## src/rtl/gun_position_gen.sv

```systemverilog
// Crosshair position generator for the williams2 gun ADC path.
// Digital mode integrates joystick presses into a saturating position that
// speeds up while a direction is held. Analog mode tracks a stick instead.
// Everything advances on rising edges of the core's 4 ms tick.
module gun_position_gen #(
  parameter int unsigned WIDTH       = 6,
  parameter int unsigned MAX         = 63,
  parameter int unsigned CENTER      = 32,
  parameter int unsigned SLOW_DIV    = 4,
  parameter int unsigned ACCEL_TICKS = 16,
  parameter int unsigned FAST_STEP   = 2,
  parameter bit          INVERT_V    = 1'b0
) (
  input  logic             clock_12,
  input  logic             reset,
  input  logic             tick_4ms,
  input  logic             joy_left,
  input  logic             joy_right,
  input  logic             joy_up,
  input  logic             joy_down,
  input  logic             recenter,
  input  logic             analog_en,
  input  logic [7:0]       analog_x,
  input  logic [7:0]       analog_y,
  output logic [WIDTH-1:0] gun_h,
  output logic [WIDTH-1:0] gun_v,
  output logic             moving
);

  localparam int unsigned DivW  = (SLOW_DIV > 1) ? $clog2(SLOW_DIV) : 1;
  localparam int unsigned HoldW = $clog2(ACCEL_TICKS + 1);
  localparam int unsigned Shift = 8 - WIDTH;
  // Two guard bits keep the signed sum clear of overflow before clamping.
  localparam int unsigned SumW  = WIDTH + 2;

  localparam logic signed [SumW-1:0] MaxS = SumW'(MAX);

  typedef enum logic [1:0] {StIdle, StSlow, StFast} axis_state_e;

  typedef struct packed {
    axis_state_e      state;
    logic             dir_neg;   // latched direction: 1 = moving toward 0
    logic [DivW-1:0]  div_cnt;
    logic [HoldW-1:0] hold_cnt;
    logic [WIDTH-1:0] pos;
  } axis_t;

  axis_t h_q, h_d;
  axis_t v_q, v_d;
  logic  tick_d;
  logic  moving_q;
  logic  step;
  logic  h_valid, h_neg;
  logic  v_valid, v_neg;

  // Add or subtract amt and saturate into [0, MAX]; never wraps.
  function automatic logic [WIDTH-1:0] clamp_move(logic [WIDTH-1:0] pos, logic neg,
                                                  int unsigned amt);
    logic signed [SumW-1:0] base;
    logic signed [SumW-1:0] delta;
    logic signed [SumW-1:0] sum;
    base  = $signed({2'b00, pos});
    delta = $signed(SumW'(amt));
    if (neg) begin
      delta = -delta;
    end
    sum = base + delta;
    if (sum[SumW-1]) begin
      return '0;
    end else if (sum > MaxS) begin
      return WIDTH'(MAX);
    end
    return sum[WIDTH-1:0];
  endfunction

  // Axis parked in IDLE with cleared counters at the given position.
  function automatic axis_t idle_at(logic [WIDTH-1:0] pos);
    axis_t n;
    n.state    = StIdle;
    n.dir_neg  = 1'b0;
    n.div_cnt  = '0;
    n.hold_cnt = '0;
    n.pos      = pos;
    return n;
  endfunction

  // One step event under the SLOW rule; the step that completes the hold
  // count still moves by the slow rule, then the axis goes FAST.
  function automatic axis_t slow_step(axis_t a);
    axis_t n;
    n = a;
    if (a.div_cnt == '0) begin
      n.pos = clamp_move(a.pos, a.dir_neg, 1);
    end
    if (a.div_cnt == DivW'(SLOW_DIV - 1)) begin
      n.div_cnt = '0;
    end else begin
      n.div_cnt = a.div_cnt + 1'b1;
    end
    n.hold_cnt = a.hold_cnt + 1'b1;
    if (n.hold_cnt == HoldW'(ACCEL_TICKS)) begin
      n.state = StFast;
    end
    return n;
  endfunction

  // Digital-mode next state for one axis.
  function automatic axis_t axis_next(axis_t cur, logic valid, logic neg, logic stp);
    axis_t n;
    n = cur;
    if (!valid) begin
      n = idle_at(cur.pos);
    end else if (cur.state == StIdle || cur.dir_neg != neg) begin
      // Fresh press or reversal restarts the slow phase. Only a fresh press
      // may move in the same cycle; a reversal waits for the next step.
      n.state    = StSlow;
      n.dir_neg  = neg;
      n.div_cnt  = '0;
      n.hold_cnt = '0;
      if (cur.state == StIdle && stp) begin
        n = slow_step(n);
      end
    end else if (stp) begin
      if (cur.state == StFast) begin
        n.pos = clamp_move(cur.pos, cur.dir_neg, FAST_STEP);
      end else begin
        n = slow_step(cur);
      end
    end
    return n;
  endfunction

  // Offset-binary stick value scaled to WIDTH bits and clamped to MAX.
  function automatic logic [WIDTH-1:0] analog_pos(logic [7:0] raw);
    logic [7:0] biased;
    biased = (raw ^ 8'h80) >> Shift;
    if (biased > 8'(MAX)) begin
      return WIDTH'(MAX);
    end
    return WIDTH'(biased);
  endfunction

  // Step detect and joystick direction decode; opposing pairs cancel.
  always_comb begin
    step    = tick_4ms & ~tick_d;
    h_valid = joy_left ^ joy_right;
    h_neg   = joy_left;
    v_valid = joy_up ^ joy_down;
    v_neg   = INVERT_V ? joy_down : joy_up;
  end

  // Next axis state: recenter beats analog, analog beats digital movement.
  always_comb begin
    h_d = h_q;
    v_d = v_q;
    if (recenter) begin
      h_d = idle_at(WIDTH'(CENTER));
      v_d = idle_at(WIDTH'(CENTER));
    end else if (analog_en) begin
      h_d = idle_at(step ? analog_pos(analog_x) : h_q.pos);
      v_d = idle_at(step ? analog_pos(INVERT_V ? ~analog_y : analog_y) : v_q.pos);
    end else begin
      h_d = axis_next(h_q, h_valid, h_neg, step);
      v_d = axis_next(v_q, v_valid, v_neg, step);
    end
  end

  // Register both axes, the tick history and the moving flag.
  always_ff @(posedge clock_12 or posedge reset) begin
    if (reset) begin
      h_q      <= idle_at(WIDTH'(CENTER));
      v_q      <= idle_at(WIDTH'(CENTER));
      tick_d   <= 1'b0;
      moving_q <= 1'b0;
    end else begin
      h_q      <= h_d;
      v_q      <= v_d;
      tick_d   <= tick_4ms;
      moving_q <= (h_d.state != StIdle) | (v_d.state != StIdle);
    end
  end

  assign gun_h  = h_q.pos;
  assign gun_v  = v_q.pos;
  assign moving = moving_q;

endmodule

```

## config.mk

```make
export PLATFORM = sky130hd
export DESIGN_NAME = gun_position_gen
export DESIGN_NICKNAME = d
export VERILOG_FILES = /design/src/rtl/gun_position_gen.sv
export SDC_FILE = /design/constraint.sdc
export NUM_CORES = 1
export LEC_CHECK = 0
export ABC_AREA = 1
export BUFFER_PORTS_ARGS = -buffer_cell sky130_fd_sc_hd__clkbuf_2
export CORE_MARGIN = 1
export CORE_UTILIZATION = 55
export CTS_CLUSTER_SIZE = 24
export DETAILED_ROUTE_END_ITERATION = 6
export GPL_ROUTABILITY_DRIVEN = 0
export PLACE_DENSITY = 0.75
export SYNTH_ARGS = -nofsm -noshare
export SYNTH_HDL_FRONTEND = slang
export SYNTH_SLANG_ARGS = --single-unit
```

## constraint.sdc

```tcl
create_clock -name clock_12 -period 2.5 [get_ports clock_12]
set_input_delay 0.5 -clock clock_12 [delete_from_list [all_inputs] [get_ports clock_12]]
set_output_delay 0.5 -clock clock_12 [all_outputs]
set_load 0.005 [all_outputs]
```

==> impl_metrics.env <==
export IMPL_synth_fp_nets=687
export IMPL_grt_setup_unrepaired="true"
export IMPL_ys_ff_latch=34
export IMPL_fmax_mhz=428
export IMPL_cpPeakStageDelay_ps=510
export IMPL_swShare=0.351
export IMPL_slew_headroom=0.631
export IMPL_drtIter0Drc=221
export IMPL_rr_worst_depth=14
export IMPL_slew_violations=0
export IMPL_placed_area_um2=4280
export IMPL_top_usage_layer="met2"
export IMPL_cts_tree="yes"
export IMPL_final_setup_viol_count=0
export IMPL_dieWidth_um=87.1
export IMPL_pre_cts_ws_ps=64.7
export IMPL_fin_worst_hold_slack_ps=270
export IMPL_syn2layout_area_growth_pct=12.6
export IMPL_pwr_share_seq=0.328
export IMPL_fillers=677
export IMPL_path_class="register to register"
export IMPL_row_count=30
export IMPL_coreArea_um2=6910
export IMPL_cap_violations=0
export IMPL_gr_usage_met1=0.371
export IMPL_ctsLongestPathBuffers=2
export IMPL_final_cell_mix="nand2_1, inv_1, nand3_1"
export IMPL_post_route_min_period_ps=2340
export IMPL_synth_cell_types=42
export IMPL_clock_sinks=34
export IMPL_vias_per_cell=5.32
export IMPL_r2r_setup_slack_ps=160
export IMPL_crit_path_max_fanout=8
export IMPL_critPathMostFrequentCell="nand2_1"
export IMPL_layout_commonest_cell="nand2_1"
export IMPL_synth_edf_count=0
export IMPL_grt_overflow_total=0
export IMPL_hold_buffers=0
export IMPL_htreeDepth=2
export IMPL_clk_latency_ps=290
export IMPL_chipHeight_um=87.1
export IMPL_worstPathRequired_ps=2680
export IMPL_antennaDiodeCount=0
export IMPL_drive_above_1_share=0.164
export IMPL_synthArstFlopShare=1.00
export IMPL_worst_slew_pin_slew_ps=550
export IMPL_grt_pass1_vias=3741
export IMPL_hpwl_um=7930
export IMPL_syn_instance_count=626
export IMPL_p_clk_frac=0.331
export IMPL_reg2reg_to="gun_v[2]"
export IMPL_globalRouteMet3Util=0.0370
export IMPL_end_kind="register"
export IMPL_p_comb_frac=0.341
export IMPL_syn_area_um2=3980
export IMPL_root_buffer="clkbuf_8"
export IMPL_outcome="completed"
export IMPL_r2r_start="v_q[13]"
export IMPL_cts_buffers_inserted=5
export IMPL_wl_per_cell_um=13.0
export IMPL_hold_viol_final=0
export IMPL_wl_um=10000
export IMPL_hp_class="input port to async pin"
export IMPL_power_internal_uw=1230
export IMPL_grtUsageTotal=0.279
export IMPL_syn_avg_cell_area_um2=6.36
export IMPL_grt_antenna_before_repair=0
export IMPL_fin_crit_sh=0.934
export IMPL_worstPathArrival_ps=2520
export IMPL_die_area_um2=7590
export IMPL_p_sw_uw=666
export IMPL_final_setup_worst_slack_ps=165
export IMPL_slowest_stage="dfrtp_2"
export IMPL_crit_chain="buf_4, fa_1, nand3_1, nand4_1, nand2_1, inv_1, o21ai_0, nand2_1, nand2_1, nand2_1, nand2_1, nand2_1, nand2_1, nand2_1"
export IMPL_ioPinCount=38
export IMPL_ant_nets=0
export IMPL_nNetsFinal=731
export IMPL_drt_pass1_iter_count=4
export IMPL_io_buffers=33
export IMPL_p_leak_uw=0.00248
export IMPL_yosysWarnings=0
export IMPL_finClkSkew_ps=11.4
export IMPL_clk_pin_slew_ps=80
export IMPL_synth_main_ff_cell="dfrtp_1"
export IMPL_yosysSeqAreaShare=0.214
export IMPL_cp_start_kind="register"
export IMPL_initial_core_util=0.577
export IMPL_final_area_um2=4490
export IMPL_vias=4082
export IMPL_grt_max_degree=35
export IMPL_grt_pass1_wl_um=16700
export IMPL_met2_usage=0.477
export IMPL_vdd_drop_max_mv=0.344
export IMPL_p_per_area_nw_per_um2=422
export IMPL_drc=0
worst max-delay path, delay by kind of cell, from the launching register on:
| family | cells | cell delay [ps] |
|---|---|---|
| buffers and inverters | 2 | 290 |
| AO/OA/AOI/OAI | 1 | 170 |
| adder cells (fa/ha/maj) | 1 | 430 |
| flip-flops | 1 | 510 |
| AND/OR/NAND/NOR | 10 | 790 |
worst max-delay path by stage:
stage | from | endpoint | slack [ps] | cells after the start
after floorplan | v_q[13] | gun_v[2] | 410 | 16
after global placement | joy_up | gun_v[2] | 130 | 14
after detailed placement | joy_up | gun_v[2] | 60 | 14
after CTS | gun_v[5] | gun_v[2] | 60 | 15
after global routing | gun_v[5] | gun_v[4] | -30 | 16
final | v_q[13] | gun_v[2] | 160 | 14
cells in the mapped netlist (all sizes together), types with 5 or more instances:
cell	count	area (µm²)
nand2	221	857
inv	81	307
nand3	67	358
nor2	46	215
a21oi	34	174
o21ai	34	174
dfrtp	32	801
ha	30	375
xor2	18	158
nand4	16	100
buf	13	101
fa	6	120
xnor2	5	43.8
layer usage:
metal  wire (µm)  up-vias
li1            -     2105
met5           0        -
met3         317       17
met1        4810     1871
met4         184        0
met2        4690       89
flip-flops by register name, indices dropped and copies added, names as in the netlist:
signal,cells
h_q,10
v_q,10
gun_h,6
gun_v,6
moving,1
tick_d,1
cell families (layout without fill, tap and decap cells):
logic type,Yosys count,count (layout),share of synthesized area
adder cells (fa/ha/maj),36,36,0.124
AO/OA/AOI/OAI,78,78,0.105
XOR/XNOR,23,23,0.0506
flip-flops,34,34,0.214
buffers and inverters,97,142,0.106
AND/OR/NAND/NOR,358,358,0.400
layout make-up:
cell class	instances	area, µm²	area share
repair buffers	51	300	0.0669
inverters	83	319	0.0711
well taps	96	120	0.0268
clock inverters	3	68.8	0.0153
multi-input cells	495	2750	0.613
clock buffers	5	68.8	0.0153
flip-flops and latches	34	857	0.191
what timing repair did:
| item | in CTS | in global routing |
|---|---|---|
| setup buffers | 0 | 2 |
| gates resized for setup | 0 | 12 |
| endpoints found under the setup margin | 0 | 9 |
power by group through the flow:
stage,logic (µW),registers (µW),clock network (µW)
floorplan,462,622,0
global placement,612,628,0
detailed placement,622,630,0
CTS,627,619,634
global route,727,626,656
finish,646,621,627
stage by stage:
stage               utilization  cells  power [µW]  TNS [ps]
detailed placement        0.620    757        1250         0
finish                    0.649    767        1890         0
global route              0.649    767        2010     -32.1
floorplan                     -    626        1080         0
CTS                       0.640    765        1880         0
global placement          0.620    757        1240         0
Note: power is estimated with default switching activity, not from simulation.
